[src/rtl/iiitb_uart_pkg.sv]
// Shared types and constants for the iiitb UART blocks.
// Holds the transmitter state encoding and the parity mode selectors.
package iiitb_uart_pkg;

    typedef enum logic [2:0] {
        ST_IDLE,
        ST_ALIGN,
        ST_START,
        ST_DATA,
        ST_PARITY,
        ST_STOP
    } tx_state_e;

    localparam int PAR_NONE = 0;
    localparam int PAR_EVEN = 1;
    localparam int PAR_ODD  = 2;

endpackage

[src/rtl/iiitb_edge_sync.sv]
// Multi-flop synchroniser for an asynchronous level plus a rising-edge detector.
// rise_tick is high for exactly one clk after each synchronised 0->1 transition.
module iiitb_edge_sync #(
    parameter int SYNC_STAGES = 2
) (
    input  logic clk,
    input  logic rst_n,
    input  logic async_in,
    output logic rise_tick
);

    logic [SYNC_STAGES-1:0] sync_q;
    logic [SYNC_STAGES-1:0] sync_d;
    logic                   last_q;
    logic                   last_d;

    always_comb begin
        sync_d = {sync_q[SYNC_STAGES-2:0], async_in};
        last_d = sync_q[SYNC_STAGES-1];
    end

    always_ff @(posedge clk or negedge rst_n) begin
        if (!rst_n) begin
            sync_q <= '0;
            last_q <= 1'b0;
        end else begin
            sync_q <= sync_d;
            last_q <= last_d;
        end
    end

    // Both terms are registered, so the tick carries no path from async_in.
    assign rise_tick = sync_q[SYNC_STAGES-1] & ~last_q;

endmodule

[src/rtl/iiitb_uart_tx.sv]
// UART transmitter: serialises latched bytes LSB-first (start, data, optional parity, stop)
// with every line level held from one baud tick to the next.
module iiitb_uart_tx
    import iiitb_uart_pkg::*;
#(
    parameter int DATA_BITS   = 8,
    parameter int STOP_BITS   = 1,
    parameter int PARITY      = 0,
    parameter int SYNC_STAGES = 2
) (
    input  logic                 clk,
    input  logic                 reset,
    input  logic                 baud_in,
    input  logic [DATA_BITS-1:0] tx_data,
    input  logic                 tx_valid,
    output logic                 tx_ready,
    output logic                 tx,
    output logic                 busy,
    output logic                 frame_done
);

    localparam int CNT_W = $clog2(DATA_BITS);

    tx_state_e              state_q, state_d;
    logic [DATA_BITS-1:0]   shift_q, shift_d;
    logic [CNT_W-1:0]       bit_cnt_q, bit_cnt_d;
    logic                   stop_cnt_q, stop_cnt_d;
    logic                   parity_q, parity_d;
    logic                   tx_q, tx_d;
    logic                   frame_done_q, frame_done_d;
    logic                   baud_tick;

    iiitb_edge_sync #(
        .SYNC_STAGES(SYNC_STAGES)
    ) u_baud_sync (
        .clk      (clk),
        .rst_n    (reset),
        .async_in (baud_in),
        .rise_tick(baud_tick)
    );

    always_comb begin
        state_d      = state_q;
        shift_d      = shift_q;
        bit_cnt_d    = bit_cnt_q;
        stop_cnt_d   = stop_cnt_q;
        parity_d     = parity_q;
        tx_d         = tx_q;
        frame_done_d = 1'b0;

        unique case (state_q)
            ST_IDLE: begin
                tx_d = 1'b1;
                if (tx_valid) begin
                    shift_d  = tx_data;
                    // Parity is fixed at handshake time from the byte being sent.
                    parity_d = (PARITY == PAR_ODD) ? ~(^tx_data) : (^tx_data);
                    state_d  = ST_ALIGN;
                end
            end
            ST_ALIGN: begin
                if (baud_tick) begin
                    tx_d    = 1'b0;
                    state_d = ST_START;
                end
            end
            ST_START: begin
                if (baud_tick) begin
                    tx_d      = shift_q[0];
                    bit_cnt_d = '0;
                    state_d   = ST_DATA;
                end
            end
            ST_DATA: begin
                if (baud_tick) begin
                    if (bit_cnt_q == CNT_W'(DATA_BITS - 1)) begin
                        if (PARITY != PAR_NONE) begin
                            tx_d    = parity_q;
                            state_d = ST_PARITY;
                        end else begin
                            tx_d       = 1'b1;
                            stop_cnt_d = 1'b0;
                            state_d    = ST_STOP;
                        end
                    end else begin
                        shift_d   = shift_q >> 1;
                        tx_d      = shift_q[1];
                        bit_cnt_d = bit_cnt_q + CNT_W'(1);
                    end
                end
            end
            ST_PARITY: begin
                if (baud_tick) begin
                    tx_d       = 1'b1;
                    stop_cnt_d = 1'b0;
                    state_d    = ST_STOP;
                end
            end
            ST_STOP: begin
                if (baud_tick) begin
                    if (stop_cnt_q == 1'(STOP_BITS - 1)) begin
                        frame_done_d = 1'b1;
                        state_d      = ST_IDLE;
                    end else begin
                        stop_cnt_d = stop_cnt_q + 1'b1;
                    end
                end
            end
            default: begin
                tx_d    = 1'b1;
                state_d = ST_IDLE;
            end
        endcase
    end

    always_ff @(posedge clk or negedge reset) begin
        if (!reset) begin
            state_q      <= ST_IDLE;
            shift_q      <= '0;
            bit_cnt_q    <= '0;
            stop_cnt_q   <= 1'b0;
            parity_q     <= 1'b0;
            tx_q         <= 1'b1;
            frame_done_q <= 1'b0;
        end else begin
            state_q      <= state_d;
            shift_q      <= shift_d;
            bit_cnt_q    <= bit_cnt_d;
            stop_cnt_q   <= stop_cnt_d;
            parity_q     <= parity_d;
            tx_q         <= tx_d;
            frame_done_q <= frame_done_d;
        end
    end

    assign tx         = tx_q;
    assign frame_done = frame_done_q;
    assign tx_ready   = (state_q == ST_IDLE);
    assign busy       = (state_q != ST_IDLE);

endmodule

[config.mk]
export PLATFORM = sky130hd
export DESIGN_NAME = iiitb_uart_tx
export DESIGN_NICKNAME = d
export VERILOG_FILES = /design/src/rtl/iiitb_uart_pkg.sv /design/src/rtl/iiitb_edge_sync.sv /design/src/rtl/iiitb_uart_tx.sv
export SDC_FILE = /design/constraint.sdc
export NUM_CORES = 1
export LEC_CHECK = 0
export ABC_AREA = 0
export CAP_MARGIN = 20
export CELL_PAD_IN_SITES_DETAIL_PLACEMENT = 1
export CELL_PAD_IN_SITES_GLOBAL_PLACEMENT = 1
export CORE_MARGIN = 3
export CORE_UTILIZATION = 41
export CTS_CLUSTER_DIAMETER = 40
export DETAILED_ROUTE_END_ITERATION = 10
export PLACE_DENSITY_LB_ADDON = 0.1
export SLEW_MARGIN = 15
export SYNTH_ARGS = -nofsm -noshare
export SYNTH_HDL_FRONTEND = slang
export SYNTH_SLANG_ARGS = --single-unit
[constraint.sdc]
create_clock -name clk -period 2.3 [get_ports clk]
set_input_delay 0.345 -clock clk [delete_from_list [all_inputs] [get_ports clk]]
set_output_delay 0.345 -clock clk [all_outputs]
set_load 0.02 [all_outputs]
==> impl_metrics.tcl, run 1 <==
set metrics [dict create \
    die-height_microns 55.0 \
    totalNegativeSetupSlack_ps 0 \
    die_width_microns 55.0 \
    area_growth_pct 21.9 \
    vdd_drop_max_mv 0.519 \
    timing.critical_path.slowest_stage_cell "sky130_fd_sc_hd__clkdlybuf4s50_1" \
    num_rows 17 \
    gp_routability_congestion 0.717 \
    crit_path_max_fanout 11 \
    worst_slew_pin_slew_ps 399 \
    power_density_mw_per_mm2 1050 \
    drv_slew 0 \
    vias 689 \
    synth_xor_area_share_pct 0 \
    tritoncts_clock_tree "built" \
    hold_ws_ps 362 \
    synth_top_family_by_area "multiplexers" \
    path_cells "nor3_2 -> clkdlybuf4s50_1" \
    status "finished, final reports clean" \
    post-synth-top-area-cell "sky130_fd_sc_hd__dfrtp_1" \
    top_library_cells_by_usage_in_the_layout_fill_and_taps_aside "sky130_fd_sc_hd__dfrtp_1 (18), sky130_fd_sc_hd__mux2_2 (17), sky130_fd_sc_hd__clkdlybuf4s50_1 (15)" \
    drt_pre_antenna_iters 4 \
    finish.instance_area_sq_mm 0.00120 \
    synth_compound_gate_area_share_pct 11.2 \
    fmaxAchievable_mhz 483 \
    insertion_delay_ps 300 \
    static-leakage-power_uw 0.000515 \
    io_buffer_count 15 \
    critical_path_required_ps 1960 \
    final_hold_viol_count 0 \
    critical_path.top_delay_family "buffers and inverters" \
    grt_max_degree 20 \
    grt_first_pass_wirelength_microns 3460 \
    final_period_minus_worst_setup_slack_ps 2070 \
    ys_warn_count 0 \
    post_synth_mux_area_share_pct 19.5 \
    drc 0 \
    cts.reportedPaths.clkPinSlew_ps 120 \
    cp_slowest_stage_delay_ps 640 \
    pin_count 16 \
    dp_hpwl_microns 1530 \
    worstSetupPathType "reg -> out" \
    post_synth_num_cell_types 33 \
    clock_sinks 19 \
    clock-skew-final_ps 11.1 \
    max-slew-margin-rel_pct 73.4 \
    crit_arrival_ps 1720 \
    drt-wirelength-per-cell_microns 16.0 \
    postSynthRegisterBits 19 \
    place_area_sq_mm 0.00117 \
    start_util_pct 44.0 \
    postCtsSetupBuffers 0 \
    sequential_area_share_after_synthesis_pct 48.5 \
    max-cap-violations 0 \
    floorplan.die_area_sq_mm 0.00302 \
    cts_max_path_buffers 2 \
    fin_nets 113 \
    grtUsageTotal_pct 16.8 \
    number_of_buffer_and_inverter_instances_along_the_worst_setup_path 1 \
    final_common_cell "sky130_fd_sc_hd__dfrtp_1" \
    share_of_post_route_cells_with_drive_strength_above_1_pct 30.6 \
    grt_setup_unrepaired "no" \
    placedCellCount 122 \
    drt-vias-per-instance 5.47 \
    overflow 0 \
    worst_hold_path_type "in -> async" \
    synth_simple_gate_area_share_pct 14.2 \
    syn_inst_count 80 \
    nature_of_the_critical_path_endpoint "output pin" \
    routed_wirelength_microns 2010 \
    postSynthAreaPerCell_sq_um 12.3 \
    period_share_pct 90.0 \
    final_antenna_net_count 0 \
    via_count_of_the_first_global_routing_pass 721 \
    setup_violations 0 \
    post-synth-top-area-fraction_pct 45.8 \
    cts_made_buffers 3 \
    core_area_sq_mm 0.00223 \
    netlist_area_sq_um 983 \
    num_antenna_cells 0 \
    count_of_placed_standard_cells_in_the_final_layout_fillers_left_out 126 \
    synth_fa_ha_area_share_pct 2.54 \
    first_iter_violations 6 \
    htree_levels 1 \
    startpoint_type "register" \
    synth.area.top_cells "sky130_fd_sc_hd__dfrtp_1 (46%), sky130_fd_sc_hd__mux2_2 (19%), sky130_fd_sc_hd__o41ai_4 (2.8%)" \
    synth.net_count 94 \
    grt_antenna_before_repair 0 \
    cts_root_buf "sky130_fd_sc_hd__clkbuf_4" \
]
path summary, 6_finish.rpt:
kind / from / slack, ps / cells after the start / to
worst max-delay path: state_q[2] / 230 / 2 / tx_ready
worst min-delay path: reset / 360 / 2 / state_q[1]
worst max register to register: bit_cnt_q[0] / 380 / 5 / shift_q[4]
worst min register to register: u_baud_sync.sync_q[0] / 360 / 0 / u_baud_sync.sync_q[1]
max in group asynchronous: reset / 1680 / 2 / tx
min in group clk: u_baud_sync.sync_q[0] / 360 / 0 / u_baud_sync.sync_q[1]
cells in the mapped netlist (all sizes together):
master and number:
and2 2, a211o 1, clkbuf 1, mux2 17
nand2 2, nand4 1, a31oi 3, o2111ai 1
or2 1, dfstp 1, nor4bb 1, inv 4
buf 3, nor2b 1, a22oi 1, o22ai 1
nand2b 2, a21oi 1, dfrtp 18, nand3b 1
nor3 3, o21ai 4, or4b 1, and3b 2
ha 2, nor3b 1, o21bai 1, nor2 1
or3 1, o41ai 1
worst register-to-register path: cells and delay by family (launching register included):
| family | cells | cell delay, ps |
|---|---|---|
| mux | 1 | 350 |
| compound gates | 1 | 340 |
| buf+inv | 1 | 220 |
| flops | 1 | 420 |
| fa+ha+maj | 2 | 480 |
kinds of logic after synthesis:
logic type                 after synthesis
muxes                                   17
adders and majority gates                2
DFF                                     19
AOI/OAI and AO/OA                       14
buffers and inverters                    8
and+or+nand+nor                         20
stage by stage:
stage	util [%]	total power, uW	setup slack, ps
3_5_place_dp	52.2	1100	213
5_1_grt	53.7	1370	94.3
3_3_place_gp	52.2	1080	237
6_report	53.7	1260	230
2_1_floorplan	-	951	470
4_1_cts	53.4	1270	97.2
registers in the layout, summed over array words and instances (netlist names):
register and flops:
u_baud_sync.sync_q 2, frame_done 1, shift_q 8, state_q 3, u_baud_sync.last_q 1, bit_cnt_q 3
tx 1
cell type report:
| cell class | count | area (sq um) |
|---|---|---|
| clock buffer | 3 | 22.5 |
| clock inverter | 1 | 5.00 |
| fill | 250 | 1030 |
| inverter | 4 | 15.0 |
| multi-input combinational | 53 | 472 |
| sequential | 19 | 477 |
| tap | 28 | 35.0 |
| timing repair buffer | 18 | 173 |
where the power goes:
part           switching, uW  internal (uW)
logic                    221            313
clock network            107           64.8
registers                102            451
total                    430            829
routing by layer:
metal | vias up | global-route usage [%] | share of wire [%] | wire length [microns]
met5 | - | 0 | 0 | 0
met4 | 0 | 8.50 | 2.0 | 40
met3 | 4 | 4.02 | 4.0 | 80
met2 | 16 | 27.2 | 48 | 966
met1 | 341 | 20.9 | 46 | 924
li1 | 328 | - | - | -
repair_timing:
action / CTS / global route
hold endpoints to repair: 0 / 0
gates resized for setup: 0 / 1
hold buffers: 0 / 0
endpoints found under the setup margin: 0 / 1
No activity file was read; power rests on OpenSTA's default activity.
==> run 2: changes to the inputs <==
Clock period 2.3 ns to 2.1 ns, I/O delays scaled along.
==> run 2 against run 1 <==
Net effect: first-iteration DRC count grew 50%; register-to-register slack lost 130 ps; sequential cell count unchanged; clock power up 8%; largest power group is now combinational logic; final area up 1.9%; clock skew decreased by 3.9 ps; sequential share of layout area down 0.63 points; largest cell class unchanged; highest routed layer unchanged; die area did not move.
==> impl_metrics.tcl, run 2 (synthesis gave the netlist of run 1 again) <==
set metrics [dict create \
    grt_antenna_before_repair 0 \
    drv_slew 0 \
    dp_hpwl_microns 1570 \
    layout.area.seq_sq_um 478 \
    status "finished, final reports clean" \
    grt_setup_unrepaired "no" \
    floorplan.die_area_sq_mm 0.00302 \
    vdd_drop_max_mv 0.529 \
    overflow 0 \
    io_buffer_count 15 \
    power.combinational.fraction_pct 43.9 \
    timing.critical_path.slowest_stage_cell "sky130_fd_sc_hd__dfrtp_1" \
    cts_root_buf "sky130_fd_sc_hd__clkbuf_4" \
    number_of_buffers_inserted_for_hold_repair_after_clock_tree_synthesis 0 \
    routed_wirelength_microns 2020 \
    grt_max_degree 12 \
    num_rows 17 \
    top_library_cells_by_usage_in_the_layout_fill_and_taps_aside "sky130_fd_sc_hd__mux2_2 (17), sky130_fd_sc_hd__dfrtp_1 (17), sky130_fd_sc_hd__clkdlybuf4s50_1 (13)" \
    period_share_pct 88.1 \
    max-cap-violations 0 \
    tritoncts_clock_tree "built" \
    die-height_microns 55.0 \
    final_hold_viol_count 0 \
    count_of_placed_standard_cells_in_the_final_layout_fillers_left_out 129 \
    multi_input_comb_area_sq_um 467 \
    first_iter_violations 9 \
    p_total_uw 1390 \
    htree_levels 1 \
    totalNegativeSetupSlack_ps 0 \
    fin_nets 116 \
    share_clk_of_total_power_pct 13.4 \
    nature_of_the_critical_path_endpoint "register" \
    crit_arrival_ps 2040 \
    gp_routability_congestion 0.713 \
    largest-register "shift_q" \
    area_growth_pct 24.2 \
    final_antenna_net_count 0 \
    startpoint_type "register" \
    reg.largest.list "shift_q (8), bit_cnt_q (3), state_q (3)" \
    p_switching_uw 466 \
    cts_made_buffers 3 \
    cts_max_path_buffers 2 \
    drt-vias-per-instance 5.50 \
    setup_violations 0 \
    clock_sinks 19 \
    postCtsSetupBuffers 0 \
    static-leakage-power_uw 0.000545 \
    max-slew-margin-rel_pct 71.4 \
    grt_first_pass_wirelength_microns 3470 \
    grtUsageTotal_pct 16.8 \
    worstSetupPathType "reg -> reg" \
    intPower_uw 924 \
    num_antenna_cells 0 \
    critical_path_required_ps 2290 \
    drt-wirelength-per-cell_microns 15.6 \
    start_util_pct 44.0 \
    fmaxAchievable_mhz 540 \
    worst_slew_pin_slew_ps 428 \
    insertion_delay_ps 300 \
    largest_register_ffs 8 \
    cts.reportedPaths.clkPinSlew_ps 110 \
    drc 0 \
    worst_hold_path_type "in -> async" \
    critical-path-top-cell-by-count "sky130_fd_sc_hd__ha_1" \
    cp_slowest_stage_delay_ps 410 \
    swShare_pct 33.5 \
    share_of_post_route_cells_with_drive_strength_above_1_pct 31.7 \
    path_cells "ha_1 -> ha_1 -> o41ai_4 -> buf_4 -> mux2_2" \
    final_period_minus_worst_setup_slack_ps 1850 \
    core_area_sq_mm 0.00223 \
    die_width_microns 55.0 \
    drt_pre_antenna_iters 4 \
    pin_count 16 \
    power_density_mw_per_mm2 1140 \
    vias 709 \
    via_count_of_the_first_global_routing_pass 769 \
    clock-skew-final_ps 7.21 \
    placedCellCount 125 \
    fillerInstances 242 \
    seq_power_share_pct 42.7 \
    crit_path_max_fanout 8 \
]
==> run 2: metrics by stage <==
step | cell area, sq um | util, % | hold slack (ps) | setup slack [ps]
finish | 1220 | 54.7 | 308 | 250
global route | 1220 | 54.7 | 323 | 176
CTS | 1210 | 54.4 | 319 | 30.6
detailed placement | 1190 | 53.2 | 349 | 48.3
global placement | 1190 | 53.2 | 337 | 62.7
floorplan | 983 | - | 19.4 | 270
==> run 2: timing repair <==
action,CTS,global route
hold endpoints to repair,0,0
setup endpoints to repair,0,2
resized for setup,0,3
==> run 2: final cells by class <==
class,instances,area share (%)
clock buffers,4,2.15
multi-input cells,53,38.2
well taps,28,2.87
repair buffers,21,16.4
flip-flops and latches,19,39.1
inverters,4,1.23
==> run 2: final timing paths <==
path | from | cells after the start | endpoint | slack, ps
max | bit_cnt_q[0] | 5 | shift_q[5] | 250
min | reset | 1 | state_q[2] | 310
max reg2reg | bit_cnt_q[0] | 5 | shift_q[5] | 250
min reg2reg | u_baud_sync.sync_q[0] | 0 | u_baud_sync.sync_q[1] | 370
max in group asynchronous | reset | 2 | shift_q[0] | 1270
min in group clk | u_baud_sync.sync_q[0] | 0 | u_baud_sync.sync_q[1] | 370
==> run 2: worst max-delay path, delay by kind of cell (launching register included) <==
family	cells	cell delay, ps
fa+ha+maj	2	430
flops	1	410
mux	1	340
compound gates	1	330
buf+inv	1	220
==> run 2: layer usage <==
layer | part of all wire, % | vias up | wire [microns] | track usage, %
met5 | 0 | - | 0 | 0
met2 | 48 | 13 | 975 | 28.0
met4 | 1.1 | 0 | 23 | 7.29
met3 | 4.4 | 4 | 88 | 3.22
met1 | 46 | 354 | 928 | 21.2
li1 | - | 338 | - | -
==> run 2: power groups by stage <==
stage	Combinational, uW	Sequential [uW]	Clock, uW
2_1_floorplan	479	563	0
3_5_place_dp	617	601	0
5_1_grt	690	612	220
4_1_cts	621	592	197
3_3_place_gp	603	594	0
6_report	610	593	186
==> run 3: changes to the inputs <==
Settings changed: CORE_UTILIZATION 41 to 44, SYNTH_HIERARCHICAL set to 1, TNS_END_PERCENT set to 30.
Clock period 2.1 ns to 2.18 ns, I/O delays scaled along.
==> run 3 against run 2 <==
Net effect: utilization is 5.2 points higher; non-clock buffer count did not move; clock skew fell by 3.8 ps; sequential share of layout area shrank 0.18 points; synthesized area is 1.3% higher; setup slack worse by 88 ps; total power rose by 5.6%; critical path type is now reg -> out; synthesized cell count is 10% higher; clock power barely moved; largest cell class unchanged.
==> impl_metrics.tcl, run 3 <==
set metrics [dict create \
    status "finished, final reports clean" \
    final_common_cell "sky130_fd_sc_hd__dfrtp_1" \
    synth_top_family_by_area "multiplexers" \
    post_synth_num_cell_types 30 \
    top_library_cells_by_usage_in_the_layout_fill_and_taps_aside "sky130_fd_sc_hd__dfrtp_1 (18), sky130_fd_sc_hd__mux2_2 (14), sky130_fd_sc_hd__clkdlybuf4s50_1 (14)" \
    synth_simple_gate_area_share_pct 14.9 \
    drt-vias-per-instance 5.46 \
    cts_max_path_buffers 2 \
    cp_slowest_stage_delay_ps 560 \
    grt_setup_unrepaired "no" \
    core_area_sq_mm 0.00204 \
    dp_hpwl_microns 1660 \
    start_util_pct 48.8 \
    crit_arrival_ps 1690 \
    period_share_pct 92.6 \
    reg.largest.list "shift_q (8), bit_cnt_q (3), state_q (3)" \
    htree_levels 1 \
    globalRouteMet2Util_pct 32.9 \
    ys_warn_count 6 \
    postSynthAreaPerCell_sq_um 11.3 \
    p_total_uw 1470 \
    count_of_placed_standard_cells_in_the_final_layout_fillers_left_out 134 \
    largest_register_ffs 8 \
    post_synth_mux_area_share_pct 16.8 \
    tritoncts_clock_tree "built" \
    synth_compound_gate_area_share_pct 12.9 \
    worstReg2RegStart "bit_cnt_q[0]" \
    number_of_buffers_inserted_for_hold_repair_after_clock_tree_synthesis 0 \
    vdd_drop_max_mv 0.615 \
    grt_antenna_before_repair 0 \
    postCtsResizedCells 0 \
    finish.instance_area_sq_mm 0.00122 \
    nature_of_the_critical_path_endpoint "output pin" \
    grt.busiest_layer "met2" \
    place_area_sq_mm 0.00119 \
    grt_max_degree 20 \
    totalNegativeSetupSlack_ps 0 \
    first_iter_violations 7 \
    syn_inst_count 88 \
    rr_worst_depth 5 \
    number_of_buffer_and_inverter_instances_along_the_worst_setup_path 1 \
    post-synth-top-area-cell "sky130_fd_sc_hd__dfrtp_1" \
    fillerInstances 227 \
    drt-wirelength-per-cell_microns 16.7 \
    sequential_area_share_after_synthesis_pct 47.9 \
    finish.utilization_pct 59.9 \
    routed_wirelength_microns 2240 \
    layout.area.seq_sq_um 477 \
    timing.critical_path.slowest_stage_cell "sky130_fd_sc_hd__clkdlybuf4s50_1" \
    insertion_delay_ps 310 \
    cts_root_buf "sky130_fd_sc_hd__clkbuf_4" \
    path_cells "or3_1 -> clkdlybuf4s50_1" \
    worst_hold_path_type "in -> async" \
    multi_input_comb_area_sq_um 470 \
    pin_count 16 \
    critical_path_required_ps 1850 \
    clock_sinks 19 \
    synth.net_count 102 \
    cts.reportedPaths.clkPinSlew_ps 110 \
    power_density_mw_per_mm2 1200 \
    num_antenna_cells 0 \
    crit_path_max_fanout 7 \
    overflow 0 \
    max-cap-violations 0 \
    global_route.usage.met3_pct 5.82 \
    max-slew-margin-rel_pct 71.5 \
    via_count_of_the_first_global_routing_pass 788 \
    post-synth-top-area-fraction_pct 45.2 \
    area_growth_pct 22.9 \
    grt_first_pass_wirelength_microns 3730 \
    synth.area.top_cells "sky130_fd_sc_hd__dfrtp_1 (45%), sky130_fd_sc_hd__mux2_2 (16%), sky130_fd_sc_hd__dfstp_2 (2.6%)" \
    die_width_microns 53.6 \
    postSynth.topFlopCell "sky130_fd_sc_hd__dfrtp_1" \
    setup_violations 0 \
    worst_slew_pin_slew_ps 426 \
    reg2reg_to "shift_q[6]" \
    largest-register "shift_q" \
    cts_made_buffers 3 \
    drc 0 \
    floorplan.die_area_sq_mm 0.00287 \
    synth_top_cells_by_count "sky130_fd_sc_hd__dfrtp_1 (18), sky130_fd_sc_hd__mux2_2 (14), sky130_fd_sc_hd__nand2_1 (6), sky130_fd_sc_hd__clkbuf_1 (5), sky130_fd_sc_hd__inv_1 (5)" \
    final_period_minus_worst_setup_slack_ps 2020 \
    asyncSetResetFlopFracSynth_pct 100 \
    vias 732 \
    startpoint_type "register" \
    synth_most_common_cell "sky130_fd_sc_hd__dfrtp_1" \
    final_hold_viol_count 0 \
    placedCellCount 130 \
    reg2reg_setup_slack_ps 260 \
    drt_pre_antenna_iters 4 \
    synth_xor_area_share_pct 0 \
    synth_fa_ha_area_share_pct 2.51 \
    final_antenna_net_count 0 \
    critical_path.top_delay_family "buffers and inverters" \
    share_of_post_route_cells_with_drive_strength_above_1_pct 27.1 \
    drv_slew 0 \
    fin_nets 122 \
    grtUsageMet1_pct 21.1 \
    io_buffer_count 15 \
    netlist_area_sq_um 996 \
    grtUsageTotal_pct 18.6 \
    synth-edff-count 0 \
    gp_routability_congestion 0.744 \
    postSynthRegisterBits 19 \
    worstSetupPathType "reg -> out" \
    fmaxAchievable_mhz 496 \
    die-height_microns 53.6 \
    num_rows 16 \
    static-leakage-power_uw 0.000551 \
    clock-skew-final_ps 3.39 \
    postCtsSetupBuffers 0 \
]
-- run 3: cell type report --
type / count / share of cell area, %
clock buffers: 4 / 2.15
repair buffers: 21 / 16.2
inverters: 5 / 1.53
multi-input cells: 58 / 38.4
well taps: 27 / 2.76
flip-flops and latches: 19 / 39.0
-- run 3: worst max path at each step --
stage,to,start,slack (ps),depth (start not counted)
2_1_floorplan,shift_q[0],bit_cnt_q[0],290,6
3_3_place_gp,shift_q[6],tx_valid,230,4
3_5_place_dp,shift_q[4],tx_valid,200,4
4_1_cts,tx_ready,state_q[1],60,3
5_1_grt,busy,state_q[1],70,2
6_report,busy,state_q[1],160,2
-- run 3: power by group --
group | switching, uW | total, uW | internal [uW]
combinational | 300 | 691 | 391
clock | 116 | 187 | 71.5
sequential | 102 | 588 | 486
total | 518 | 1470 | 949
-- run 3: kinds of logic after synthesis --
group                      Yosys count
and+or+nand+nor                     24
buffers and inverters               11
AOI/OAI and AO/OA                   17
adders and majority gates            2
muxes                               15
DFF                                 19
-- run 3: worst register-to-register path, cell delays in order (launching register included) --
cell and delay, ps:
sky130_fd_sc_hd__dfrtp_1 430, sky130_fd_sc_hd__ha_1 220, sky130_fd_sc_hd__ha_1 210, sky130_fd_sc_hd__nand4b_1 240, sky130_fd_sc_hd__a21oi_4 340, sky130_fd_sc_hd__mux2_2 380
-- run 3: metrics by stage --
step,hold slack [ps],setup slack (ps)
after floorplan,31.4,291
after global placement,346,234
after detailed placement,350,203
after CTS,343,56.5
after global routing,350,74.9
final,340,162
-- run 3: routing by layer --
layer	up-vias	wire length (microns)
li1	348	-
met5	-	0
met2	11	1160
met3	4	82
met4	0	28
met1	369	962
